### config.mk
export PLATFORM = sky130hd
export DESIGN_NAME = ripple_carry_adder
export DESIGN_NICKNAME = d
export VERILOG_FILES = /design/src/rtl/ripple_carry_adder.sv
export SDC_FILE = /design/constraint.sdc
export NUM_CORES = 1
export LEC_CHECK = 0
export CORE_MARGIN = 2
export CORE_UTILIZATION = 30
export CTS_CLUSTER_SIZE = 40
export DETAILED_ROUTE_END_ITERATION = 10
export GPL_TIMING_DRIVEN = 0
export HOLD_SLACK_MARGIN = 0.02
export PLACE_DENSITY = 0.69
export RECOVER_POWER = 50
export REMOVE_ABC_BUFFERS = 1
export SETUP_SLACK_MARGIN = 0.2
export SYNTH_ARGS = -nofsm -noshare
export SYNTH_HDL_FRONTEND = slang
export SYNTH_SLANG_ARGS = --single-unit
### constraint.sdc
create_clock -name clk -period 0.8 [get_ports clk]
set_clock_uncertainty 0.15 [all_clocks]
set_input_delay 0.2 -clock clk [delete_from_list [all_inputs] [get_ports clk]]
set_output_delay 0.2 -clock clk [all_outputs]
set_load 0.05 [all_outputs]
### src/rtl/ripple_carry_adder.sv
// ripple_carry_adder
//    Unsigned adder built from an explicit chain of 1-bit full-adder cells.
//    The carry ripples from bit 0 up to bit width-1. Sum and carry-out are
//    registered, so the latency is one cycle and a new operation is accepted
//    every cycle.
//
//    Optional build macro: RIPPLE_CARRY_ADDER_OVF_EN
//       When defined, a registered signed-overflow flag (ovf) is added as an
//       output port. When undefined, the port does not exist and sum/cout
//       behave exactly the same.
//
//    Parameter width: operand and sum width, legal range 1..64.

// Single full-adder cell: one bit of the ripple chain.
module rca_full_adder_cell (
   input  logic a_i,
   input  logic b_i,
   input  logic c_i,
   output logic s_o,
   output logic c_o
);

   logic p_s;   // propagate term

   assign p_s = a_i ^ b_i;
   assign s_o = p_s ^ c_i;
   assign c_o = (a_i & b_i) | (c_i & p_s);

endmodule

module ripple_carry_adder #(
   parameter int unsigned width = 8
) (
   input  logic             clk,
   input  logic             rst,
   input  logic [width-1:0] a,
   input  logic [width-1:0] b,
   input  logic             cin,
   output logic [width-1:0] sum,
`ifdef RIPPLE_CARRY_ADDER_OVF_EN
   output logic             ovf,
`endif
   output logic             cout
);

   // Signed overflow occurs when the carry into the MSB differs from the
   // carry out of it.
   function automatic logic signed_overflow(input logic c_msb_out,
                                            input logic c_msb_in);
      signed_overflow = c_msb_out ^ c_msb_in;
   endfunction

   // carry_s[i] is the carry into cell i; carry_s[width] is the final carry.
   logic [width:0]   carry_s;
   logic [width-1:0] sum_s;

   assign carry_s[0] = cin;

   // One full-adder cell per bit; carry moves strictly from cell i to i+1.
   for (genvar i = 0; i < width; i++) begin : gen_cell
      rca_full_adder_cell u_cell (
         .a_i (a[i]),
         .b_i (b[i]),
         .c_i (carry_s[i]),
         .s_o (sum_s[i]),
         .c_o (carry_s[i+1])
      );
   end

   logic [width-1:0] sum_d,  sum_q;
   logic             cout_d, cout_q;

   // Next-state values for the output register: straight from the chain.
   always_comb begin
      sum_d  = sum_s;
      cout_d = carry_s[width];
   end

   // Output register; asynchronous reset clears it immediately.
   always_ff @(posedge clk or posedge rst) begin
      if (rst) begin
         sum_q  <= {width{1'b0}};
         cout_q <= 1'b0;
      end else begin
         sum_q  <= sum_d;
         cout_q <= cout_d;
      end
   end

   assign sum  = sum_q;
   assign cout = cout_q;

`ifdef RIPPLE_CARRY_ADDER_OVF_EN
   logic ovf_d, ovf_q;

   // Overflow flag next state; for width 1 this compares carry_s[1] and cin.
   always_comb begin
      ovf_d = signed_overflow(carry_s[width], carry_s[width-1]);
   end

   // Overflow register shares latency and reset behaviour with sum.
   always_ff @(posedge clk or posedge rst) begin
      if (rst) begin
         ovf_q <= 1'b0;
      end else begin
         ovf_q <= ovf_d;
      end
   end

   assign ovf = ovf_q;
`endif

endmodule

Word-level counts from Yosys, hierarchy flattened
Index checks and enable logic that the tools add are counted.
{"block": "word_totals", "latchBits": 0, "regBits": 9, "memories": 0, "romBits": 0, "mem_bits_rw": 0, "output_inout_bits": 9}
{"block": "classes", "n_bitwise": 40, "muxes": 0, "n_addsub": 0, "shift": 0, "eq_ne": 0, "n_lt_le_gt_ge": 0, "div": 0, "reduce_logical": 0, "multipliers": 0}
{"cell": "$and 1x1->1", "n": 16}
{"cell": "$xor 1x1->1", "n": 16}
{"cell": "$or 1x1->1", "n": 8}

Logic depth before layout (Yosys ltp)
{"block": "logic_depth", "word_depth": 17, "depth_mapped": 12}

Modules after synthesis
From an unflattened synthesis, not the netlist that was laid out.
{"block": "unflattened", "cells_unflattened": 18, "hier_area_um2": 389.1}
{"mod": "ripple_carry_adder", "seq_area_each_um2": 225.2, "area_per_inst_um2": 229.0, "instances": 1, "cells_each": 10}
{"mod": "rca_full_adder_cell", "seq_area_each_um2": 0.0, "area_per_inst_um2": 20.0, "instances": 8, "cells_each": 1}

Least setup slack after synthesis
OpenSTA, ideal clock, no wires.
{"block": "synth_timing", "path_kind": "in2reg", "startpoint": "in a[0]", "endpoint": "reg sum_q[7] (netlist: sum[7])", "setup_time_ps": 64, "arrival_ps": 3212, "t_required_ps": 586, "setup_slack_ps": -2626, "stages": 12, "path_buffers": 0, "cell_sequence": "inv_1 fa_1 inv_1 fa_1 fa_1 fa_1 fa_1 fa_1 fa_1 inv_1 fa_1 inv_1"}
{"block": "synth_between", "elab_chain_len": 16, "elab_cells_between_ends": 17}
{"item": "start: declaration", "line_no": "36", "rtl": "input logic [width-1:0] a,"}
{"item": "$xor 1x1->1", "line_no": "25", "rtl": "assign p_s = a_i ^ b_i;"}
{"item": "$and 1x1->1", "line_no": "27", "rtl": "assign c_o = (a_i & b_i) | (c_i & p_s);"}
{"item": "$or 1x1->1 (*)", "line_no": "27"}
{"item": "$and 1x1->1 (*)", "line_no": "27"}
{"item": "$or 1x1->1 (*)", "line_no": "27"}
{"item": "$and 1x1->1 (*)", "line_no": "27"}
{"item": "$or 1x1->1 (*)", "line_no": "27"}
{"item": "$and 1x1->1 (*)", "line_no": "27"}
{"item": "$or 1x1->1 (*)", "line_no": "27"}
{"item": "$and 1x1->1 (*)", "line_no": "27"}
{"item": "$or 1x1->1 (*)", "line_no": "27"}
{"item": "$and 1x1->1 (*)", "line_no": "27"}
{"item": "$or 1x1->1 (*)", "line_no": "27"}
{"item": "$and 1x1->1 (*)", "line_no": "27"}
{"item": "$or 1x1->1 (*)", "line_no": "27"}
{"item": "$xor 1x1->1 (*)", "line_no": "26", "rtl": "assign s_o = p_s ^ c_i;"}
{"item": "named net gen_cell[7].u_cell.s_o", "line_no": "19", "rtl": "output logic s_o,"}
{"item": "end signal: assignment", "line_no": "82", "rtl": "sum_q <= {width{1'b0}};"}
{"item": "end signal: assignment", "line_no": "85", "rtl": "sum_q <= sum_d;"}
{"item": "end: declaration", "line_no": "70", "rtl": "logic [width-1:0] sum_d, sum_q;"}
Mark *: on every way through the listed nets, which the timed path passes. The rest lies on a longest branch.

Final worst setup path
{"block": "layout_timing", "startpoint": "in b[0]", "endpoint": "reg sum_q[7] (netlist: sum[7])"}
{"block": "layout_between", "elab_chain_len": 16, "elab_cells_between_ends": 17}
{"item": "start: declaration", "line_no": "37", "rtl": "input logic [width-1:0] b,"}
{"item": "$xor 1x1->1", "line_no": "25"}
{"item": "$and 1x1->1", "line_no": "27"}
{"item": "$or 1x1->1 (*)", "line_no": "27"}
{"item": "$and 1x1->1 (*)", "line_no": "27"}
{"item": "$or 1x1->1 (*)", "line_no": "27"}
{"item": "$and 1x1->1 (*)", "line_no": "27"}
{"item": "$or 1x1->1 (*)", "line_no": "27"}
{"item": "$and 1x1->1 (*)", "line_no": "27"}
{"item": "$or 1x1->1 (*)", "line_no": "27"}
{"item": "$and 1x1->1 (*)", "line_no": "27"}
{"item": "$or 1x1->1 (*)", "line_no": "27"}
{"item": "$and 1x1->1 (*)", "line_no": "27"}
{"item": "$or 1x1->1 (*)", "line_no": "27"}
{"item": "$and 1x1->1 (*)", "line_no": "27"}
{"item": "$or 1x1->1 (*)", "line_no": "27"}
{"item": "$xor 1x1->1 (*)", "line_no": "26"}
{"item": "named net gen_cell[7].u_cell.s_o", "line_no": "19"}
Marks and branches as above.

==> metrics.txt <==
crit end category=flip-flop; ANT cells=0; failing checks=negative setup slack; largest net degree at the start of global routing=10; Residual DRC=0; All-Layer GR Usage=8.85%; PnR Total Power=1610 uW; Detailed Place HPWL=569 um; Worst Setup SP=b[0]; antenna violations before repair=0; yosys warns=0; WP data required=0.84 ns; average size of a mapped cell=15.2 um2; Met2 Routed Length=357 um; vias post-DR=278; Rows=13; antenna-violating nets left=0; met3 WL post-DR=51 um; Leakage Power=0.000362 uW; maximum vdd drop=649 uV; DR iter-0 viols=0; Buffers on Ports=27; unrepaired setup endpoints after global routing=yes; Setup violations, final=18; count of cell types in the netlist=3; Slew @ Worst Pin=0.329 ns; setup_tns=-14.01 ns; Final Slew Violations=0; CP Data Arrival Time=3.13 ns; CTS sink count=9; RD Place Congestion=0.602; final wirelength=665 um; chip height=41.7 um; Top Metal Used=met3; DRT Pass-1 Iters=1; clock period minus worst slack=3.10 ns; crit path launch type=input port; fraction of layout cells with a size suffix above 1=45.8%; Mapped Area=427 um2; synthesis-to-layout area growth=83.0%; Post-DP Area=716 um2; Vias/cell=3.76; starting density of the core=32.4%; Clock transition at path regs=0.06 ns; CTS tree=built; Worst Setup EP=sum[7]; post-synthesis sequential area ratio=52.8%; M1 wire length=256 um; first-pass GRT wire length=1240 um; Syn Inst Count=28; class of the worst hold path=in -> reg; root buf cell=clkbuf_4; final instance area=781 um2; fmax=0.323 GHz; # H-tree levels=1; Final nets=87; Slew headroom=78.0%; Ports=28; DIE AREA=0.00174 mm2; pre-CTS WS=-3.14 ns; critical path type=in -> reg; outcome=finished with violations; core footprint=0.00132 mm2; drt wl/cell=8.99 um; GRT Residual Overflow=0; vias in the first global route=298; share of the clock period used by the worst path=387%; CTS buffer count=3; final worst setup slack=-2.30 ns; crit path max fanout=1; Die W=41.7 um; Clock Tree Buf Depth=2; Final Hold Violating Endpoints=0; register bit total from synthesis=9; max-cap viol count=0; most frequent cells in the layout=clkdlybuf4s50_1 (12), buf_6 (11), dfrtp_1 (9), fa_2 (7), inv_1 (6); commonest non-fill, non-tap cell in the layout=clkdlybuf4s50_1; PwrDens=2060 mW/mm2
## worst max-delay path: stages
cell and delay (ns):
buf_8 0.10, inv_4 0.04, fa_2 0.19, inv_2 0.04, fa_2 0.33, fa_2 0.34, fa_2 0.34, fa_2 0.34
fa_2 0.35, fa_2 0.34, inv_2 0.06, fa_1 0.39, inv_1 0.06
## final cells by class
cell class | instances | area [um2]
repair buffers | 27 | 287
flip-flops and latches | 9 | 225
multi-input cells | 8 | 178
clock buffers | 4 | 26.3
inverters | 11 | 46.3
well taps | 15 | 18.8
fillers | 110 | 537
## power breakdown
part	internal [uW]	leakage, uW	switching, uW	total, uW
Sequential	538	0.000105	36.5	574
Combinational	287	0.000242	414	701
Clock	191	0.0000150	139	330
## sequential cells by signal (all words and copies together), names as in the netlist
signal / count
cout: 1
sum: 8
## metrics by stage
step	std cells	hold WS, ns	util (%)
after floorplan	28	-0.122	-
after global routing	74	0.182	59.3
after detailed placement	70	0.340	54.3
after global placement	70	0.323	54.3
final	74	0.174	59.3
after CTS	74	0.0195	58.8
## cell usage after synthesis
cell type  count  area [um2]
inv_1         11        41.3
dfrtp_1        9         225
fa_1           8         160
## cells by family after synthesis
logic type | count (synthesis) | synth area share [%]
flip-flops | 9 | 52.8
buffers and inverters | 11 | 9.68
adder cells (fa/ha/maj) | 8 | 37.5
## worst min path at each step
stage               from      to  slack (ns)  depth (start not counted)
global placement     rst  sum[0]        0.32                          2
detailed placement   rst  sum[0]        0.34                          2
finish              a[0]  sum[0]        0.17                          4
CTS                  rst  sum[0]        0.02                          2
floorplan            rst    cout       -0.12                          1
global route        a[0]  sum[0]        0.18                          4
## routing by layer
metal,GRT usage [%],vias to the layer above
li1,-,134
met1,11.1,128
met2,16.9,16
met3,0,0
met4,1.94,0
met5,0,-
## timing repair
action | CTS | global route
resized for setup | 91 | 2
endpoints found under the hold margin | 4 | 0
setup buffers | 0 | 0
pin swaps | 8 | 8
setup endpoints to repair | 27 | 18
Power figures use the tool's default switching activity.
